$ cat config.mk
export PLATFORM = sky130hd
export DESIGN_NAME = yol_uzunlugu_olcer
export DESIGN_NICKNAME = d
export VERILOG_FILES = /design/src/rtl/yol_uzunlugu_olcer.sv
export SDC_FILE = /design/constraint.sdc
export NUM_CORES = 1
export LEC_CHECK = 0
export CORE_UTILIZATION = 53
export DETAILED_ROUTE_END_ITERATION = 10
export GPL_ROUTABILITY_DRIVEN = 0
export GPL_TIMING_DRIVEN = 0
export HOLD_SLACK_MARGIN = 0.12
export PLACE_DENSITY = 0.81
export SYNTH_ARGS = -nofsm -noshare
export SYNTH_HDL_FRONTEND = slang
export SYNTH_SLANG_ARGS = --single-unit
$ cat constraint.sdc
create_clock -name clk -period 3.99 [get_ports clk]
set_input_delay 0.399 -clock clk [delete_from_list [all_inputs] [get_ports clk]]
set_output_delay 0.399 -clock clk [all_outputs]
set_load 0.01 [all_outputs]
$ cat src/rtl/yol_uzunlugu_olcer.sv
// yol_uzunlugu_olcer
//
// Sequential road-length measurement front-end. After a start pulse it
// counts distance ticks on the stony road, then on the asphalt road, each
// road being closed by an end-of-road marker. It then presents the
// results with a valid/acknowledge handshake.
//
// Ports
//   clk                  system clock, rising edge
//   rst_n                synchronous active-low reset
//   basla                start pulse, honoured only in BOSTA
//   tik                  one distance unit travelled this cycle
//   bitti                end of the current road
//   onay                 consumer accepts the presented result
//   tasli_yol_uzunlugu   1 when the stony count >= TASLI_ESIK
//   asfalt_yol_uzunlugu  asphalt tick count, saturating at 7
//   gecerli              result valid
//   mesgul               busy, high while state != BOSTA
//
// state      | meaning
// -----------+------------------------------------------------
// BOSTA      | idle; the previous result is held on the outputs
// TASLI_OLC  | counting stony-road ticks
// ASFALT_OLC | counting asphalt-road ticks
// SONUC      | result presented, waiting for onay

module yol_uzunlugu_olcer #(
    parameter int TASLI_ESIK = 4,
    parameter int TASLI_GEN  = 4
) (
    input  logic       clk,
    input  logic       rst_n,
    input  logic       basla,
    input  logic       tik,
    input  logic       bitti,
    input  logic       onay,
    output logic       tasli_yol_uzunlugu,
    output logic [2:0] asfalt_yol_uzunlugu,
    output logic       gecerli,
    output logic       mesgul
);

    typedef enum logic [1:0] {
        BOSTA      = 2'd0,
        TASLI_OLC  = 2'd1,
        ASFALT_OLC = 2'd2,
        SONUC      = 2'd3
    } durum_t;

    localparam logic [TASLI_GEN-1:0] TASLI_MAX = '1;
    localparam logic [TASLI_GEN-1:0] TASLI_BIR = TASLI_GEN'(1);
    localparam logic [TASLI_GEN-1:0] ESIK      = TASLI_GEN'(TASLI_ESIK);

    durum_t               durum, durum_d;
    logic [TASLI_GEN-1:0] tasli_sayac, tasli_sayac_d;
    logic [2:0]           asfalt_sayac, asfalt_sayac_d;
    logic                 tasli_cikis_d;
    logic [2:0]           asfalt_cikis_d;
    logic                 gecerli_d;
    logic                 mesgul_d;

    always_ff @(posedge clk) begin
        if (!rst_n) begin
            durum               <= BOSTA;
            tasli_sayac         <= '0;
            asfalt_sayac        <= '0;
            tasli_yol_uzunlugu  <= 1'b0;
            asfalt_yol_uzunlugu <= 3'd0;
            gecerli             <= 1'b0;
            mesgul              <= 1'b0;
        end else begin
            durum               <= durum_d;
            tasli_sayac         <= tasli_sayac_d;
            asfalt_sayac        <= asfalt_sayac_d;
            tasli_yol_uzunlugu  <= tasli_cikis_d;
            asfalt_yol_uzunlugu <= asfalt_cikis_d;
            gecerli             <= gecerli_d;
            mesgul              <= mesgul_d;
        end
    end

    always_comb begin
        durum_d        = durum;
        tasli_sayac_d  = tasli_sayac;
        asfalt_sayac_d = asfalt_sayac;
        tasli_cikis_d  = tasli_yol_uzunlugu;
        asfalt_cikis_d = asfalt_yol_uzunlugu;

        case (durum)
            BOSTA: begin
                // A tik arriving together with basla belongs to no road.
                if (basla) begin
                    tasli_sayac_d  = '0;
                    asfalt_sayac_d = 3'd0;
                    durum_d        = TASLI_OLC;
                end
            end
            TASLI_OLC: begin
                if (tik && (tasli_sayac != TASLI_MAX)) begin
                    tasli_sayac_d = tasli_sayac + TASLI_BIR;
                end
                if (bitti) begin
                    durum_d = ASFALT_OLC;
                end
            end
            ASFALT_OLC: begin
                if (tik && (asfalt_sayac != 3'd7)) begin
                    asfalt_sayac_d = asfalt_sayac + 3'd1;
                end
                // The outputs take the count including a tik that coincides with bitti.
                if (bitti) begin
                    durum_d        = SONUC;
                    tasli_cikis_d  = (tasli_sayac >= ESIK);
                    asfalt_cikis_d = asfalt_sayac_d;
                end
            end
            SONUC: begin
                if (onay) begin
                    durum_d = BOSTA;
                end
            end
            default: durum_d = BOSTA;
        endcase

        // Flags follow the next state so they change on the same edge as the state.
        gecerli_d = (durum_d == SONUC);
        mesgul_d  = (durum_d != BOSTA);
    end

endmodule

Yosys cells after proc, flatten, opt, wreduce, memory -nomap -nowiden
Index checks and enable logic that the tools add are counted.
{"block": "op_classes", "n_mux": 11, "n_addsub": 2, "n_eq_ne": 8, "n_lt_le_gt_ge": 1, "reduce_logical": 9}
{"operator": "2-to-1 mux 2 bit", "n": 4}
{"operator": "2-to-1 mux 4 bit", "n": 2}
{"operator": "one-hot mux 2 bit (4 select lines)", "n": 1}
{"operator": "one-hot mux 4 bit (2 select lines)", "n": 1}
{"operator": "== test 2 bit (second input constant)", "n": 3}
{"operator": "2-to-1 mux 3 bit", "n": 2}
{"operator": "one-hot mux 3 bit (2 select lines)", "n": 1}
{"operator": "nonzero test 2 bit", "n": 3}
{"operator": "adder 4 x 1 -> 4 bit (second input constant)", "n": 1}
{"operator": ">= comparator 4 x 3 -> 1 bit (second input constant)", "n": 1}
{"operator": "!= test 2 bit (second input constant)", "n": 2}
{"operator": "!= test 4 bit (second input constant)", "n": 1}
{"operator": "AND reduction 2 bit", "n": 2}
{"operator": "adder 3 x 1 -> 3 bit (second input constant)", "n": 1}
{"operator": "!= test 3 bit (second input constant)", "n": 1}
{"operator": "AND reduction 3 bit", "n": 1}
{"operator": "== test 2 x 1 -> 1 bit (second input constant)", "n": 1}
{"operator": "logical AND 1 bit", "n": 2}
{"operator": "zero test 2 bit", "n": 1}
{"block": "word_totals", "wordCells": 38, "reg_bits": 15, "output_inout_bits": 6, "inputBits": 6}

Logic depth before layout (Yosys ltp)
{"block": "depth", "ltp_word": 4, "depth_mapped": 6, "depth_no_buf": 5}

Worst setup path before layout
No wires, ideal clock.
{"block": "synth_path", "path_kind": "register to register", "startpoint": "register asfalt_sayac[0]", "endpoint": "register asfalt_sayac[1]", "slack_ns": 2.650, "n_path_buf": 1, "arrival_time_ns": 1.216, "required_ns": 3.866, "setup_ns": 0.124, "synth_period_minus_slack_ns": 1.340, "stages_incl_launch_ff": 7, "path_cell_list": "dfxtp_1 -> ha_1 -> ha_1 -> nor2b_1 -> buf_4 -> mux2i_1 -> o22ai_1"}
{"block": "synth_via", "elab_chain_len": 4, "elab_cells_between_ends": 5, "cone_classes": "add/sub (1); eq/ne (1); mux (2); reduce/logical (1)"}
{"item": "from (decl)", "line_no": "56", "source": "logic [2:0] asfalt_sayac, asfalt_sayac_d;"}
{"item": "from (signal assigned)", "line_no": "74", "source": "asfalt_sayac <= asfalt_sayac_d;"}
{"item": "branches (longest 2 deep; another with adder 3 x 1 -> 3 bit)"}
{"item": "2-to-1 mux 3 bit *", "line_no": "107", "source": "if (tik && (asfalt_sayac != 3'd7)) begin"}
{"item": "one-hot mux 3 bit (2 select lines) *", "line_no": "89", "source": "case (durum)"}
Mark *: on every way between the ends.
A chain may end at the register's enable or synchronous reset.

Worst setup path in the final report
{"block": "layout_path", "startpoint": "register asfalt_yol_uzunlugu[0]", "endpoint": "output asfalt_yol_uzunlugu[0]"}
{"item": "from (decl)", "line_no": "38", "source": "output logic [2:0] asfalt_yol_uzunlugu,"}
{"item": "from (signal assigned)", "line_no": "76", "source": "asfalt_yol_uzunlugu <= asfalt_cikis_d;"}
No word-level cell between the ends.

==> results.toml <==
[critical_path]
crit_slowest_cell = "clkdlybuf4s50_1"
crit_required_ps = 3590
end_kind = "output port"
start_kind = "flop"
crit_family = "buffers and inverters"
crit_chain = "clkdlybuf4s50_1"
r2r_slack_ps = 2520
worst-path-buf-inv = 1
crit_type = "flop to output port"
crit_fanout = 2
crit_path_max_incr_delay_ps = 530
worst_ep_arrival_time_ps = 1160

[global_route]
grt_max_degree = 11
grt_overflow = 0
grt_use_total_pct = 21.1
grt_first_pass_wirelength_um = 2170
antenna_found_initial = 0
grt_pass1_vias = 528

[die]
die_w_um = 40.3
die_h_um = 40.3
fp.dieArea_um2 = 1620
core_area_um2 = 1330
start_util_pct = 58.3
ios = 12
rows = 13

[logic_synthesis]
synth_top_family_by_area = "simple AND/OR/NAND/NOR gates"
synthCells = 79
synth_edf_count = 0
synth_fa_ha_area_share_pct = 4.83
yosysSeqAreaShare_pct = 38.6
postSynthAreaPerCell_um2 = 9.84
synthXorXnorAreaFrac_pct = 1.13
synth_nets = 88
synth_compound_area_share_pct = 14.3
synthFlopType = "dfxtp_1"
synth_mux_area_share_pct = 12.2
yosysTopAreaCell = "dfxtp_1"
synthSimpleGateAreaFrac_pct = 21.7
async_reset_ff_share_pct = 0
synthTopCellsByCount = "15 x dfxtp_1, 8 x mux2i_1, 7 x nand2_1, 5 x nand3_1, 5 x nor2_1"
synth_most_common_cell = "dfxtp_1"
synth_area_um2 = 777
synth_cell_types = 30
yosys_warnings = 0
synth_top_area_share_pct = 38.6
synth_area_leaders = "dfxtp_1 39%, mux2i_1 10%, ha_1 4.8%"
synth_seq_cells = 15

[drt]
post-route-drc-count = 0
initialDrtViolationCount = 5
num_vias = 627
vias_per_cell = 5.81
ant_nets = 0
drt_pass1_iterations = 4
routedWlPerCell_um = 13.3
routed_wl_um = 1430

[cells_and_area]
diodes = 0
syn_to_final_growth_pct = 18.7
multi_input_area_um2 = 422
nFillCells = 113
final_nets = 103
seqCellArea_um2 = 300
fin_cells = 108
final_layout_size_suffix_gt1_share_pct = 17.2

[sta]
setup_tns_ps = 0
worst_pin_slew_ps = 204
post-route-period-util_pct = 39.0
setup_viol = 0
finalMaxSlewViolations = 0
rsz0062_at_grt = "false"
maxSlewHeadroom_pct = 86.0
holdWs_ps = 470
hold_violations = 0
max_freq_mhz = 642
fin_skew_ps = 7.36
min_period_ps = 1560
final_critical_path_setup_slack_ps = 2430

[cts]
postCtsHoldBufs = 0
post_cts_resized = 0
cts_tree = "built"
clk_latency_ps = 280
cts_buffers = 3
clockRootBuffer = "clkbuf_4"
post_cts_buffers = 0
clock_path_buffers = 2
htreeDepth = 1
clock-sinks = 15
clkSlewWorstSetupHoldPaths_ps = 90

[pwr]
power.density_nw_per_um2 = 318
vdd_ir_drop_max_uv = 239
p_leak_nw = 0.389

[status]
status = "complete, no violations"

[place]
io_buffer_count = 10
dp_slack_ps = 2280
dp_hpwl_um = 1040
dp.cells = 104

[min_path]
holdCritPathClass = "input pin to flop"

[flow_run]
maxCapViolations = 0
-- cell type report --
class,count,area share (%)
Buffer,6,5.56
Clock buffer,4,2.85
Inverter,1,0.407
Multi-Input combinational cell,57,45.7
Sequential cell,15,32.6
Tap cell,15,2.04
Timing Repair Buffer,10,10.9
-- where the power goes --
group | switching [W] | leakage, nW | internal (W)
combinational | 0.0000245 | 0.252 | 0.0000270
clock | 0.0000455 | 0.0150 | 0.0000388
sequential | 0.00000289 | 0.122 | 0.000155
total | 0.0000728 | 0.389 | 0.000221
-- stage by stage --
stage / cell area [µm²] / util, % / power, W
after global placement: 896 / 67.2 / 0.000211
after global routing: 922 / 69.1 / 0.000310
after detailed placement: 896 / 67.2 / 0.000213
final: 922 / 69.1 / 0.000294
after CTS: 922 / 69.1 / 0.000296
after floorplan: 777 / - / 0.000195
-- logic make-up after synthesis --
group,Yosys count
DFF,15
xor gates and xnor gates,1
and+or+nand+nor,28
AOI/OAI and AO/OA,16
buffers and inverters,7
adders and majority gates,3
muxes,9
-- worst paths after layout --
check                               from                      to  cells after the start
setup / recovery  asfalt_yol_uzunlugu[0]  asfalt_yol_uzunlugu[0]                      1
hold reg to reg           tasli_sayac[1]          tasli_sayac[1]                      2
hold / removal                     rst_n                 gecerli                      3
setup reg to reg         asfalt_sayac[0]  asfalt_yol_uzunlugu[2]                      6
-- layer usage --
layer	wire, µm	GRT usage, %	vias up
met5	0	0	-
met4	15	5.00	0
met3	82	10.0	2
met2	690	34.3	17
met1	645	25.1	295
li1	-	-	313
-- registers in the layout (all words and copies together), names as in the netlist --
register / count
tasli_yol_uzunlugu: 1
durum: 2
asfalt_yol_uzunlugu: 3
asfalt_sayac: 3
mesgul: 1
tasli_sayac: 4
gecerli: 1
-- placed cells by master, fill, tap and decap left out, types with 2 or more instances in the layout --
cell type | Yosys | final
o22ai_1 | 3 | 3
nand3_1 | 5 | 5
clkbuf_4 | 0 | 3
o21ai_1 | 2 | 2
buf_6 | 3 | 3
nand3b_1 | 2 | 2
clkdlybuf4s50_1 | 0 | 10
a21oi_1 | 3 | 3
nor2_1 | 5 | 5
mux2i_1 | 8 | 8
dfxtp_1 | 15 | 15
nand2_1 | 7 | 7
a31oi_1 | 2 | 2
nor2b_1 | 3 | 3
a211oi_2 | 2 | 2
ha_1 | 3 | 3
No activity file was read; power rests on OpenSTA's default activity.
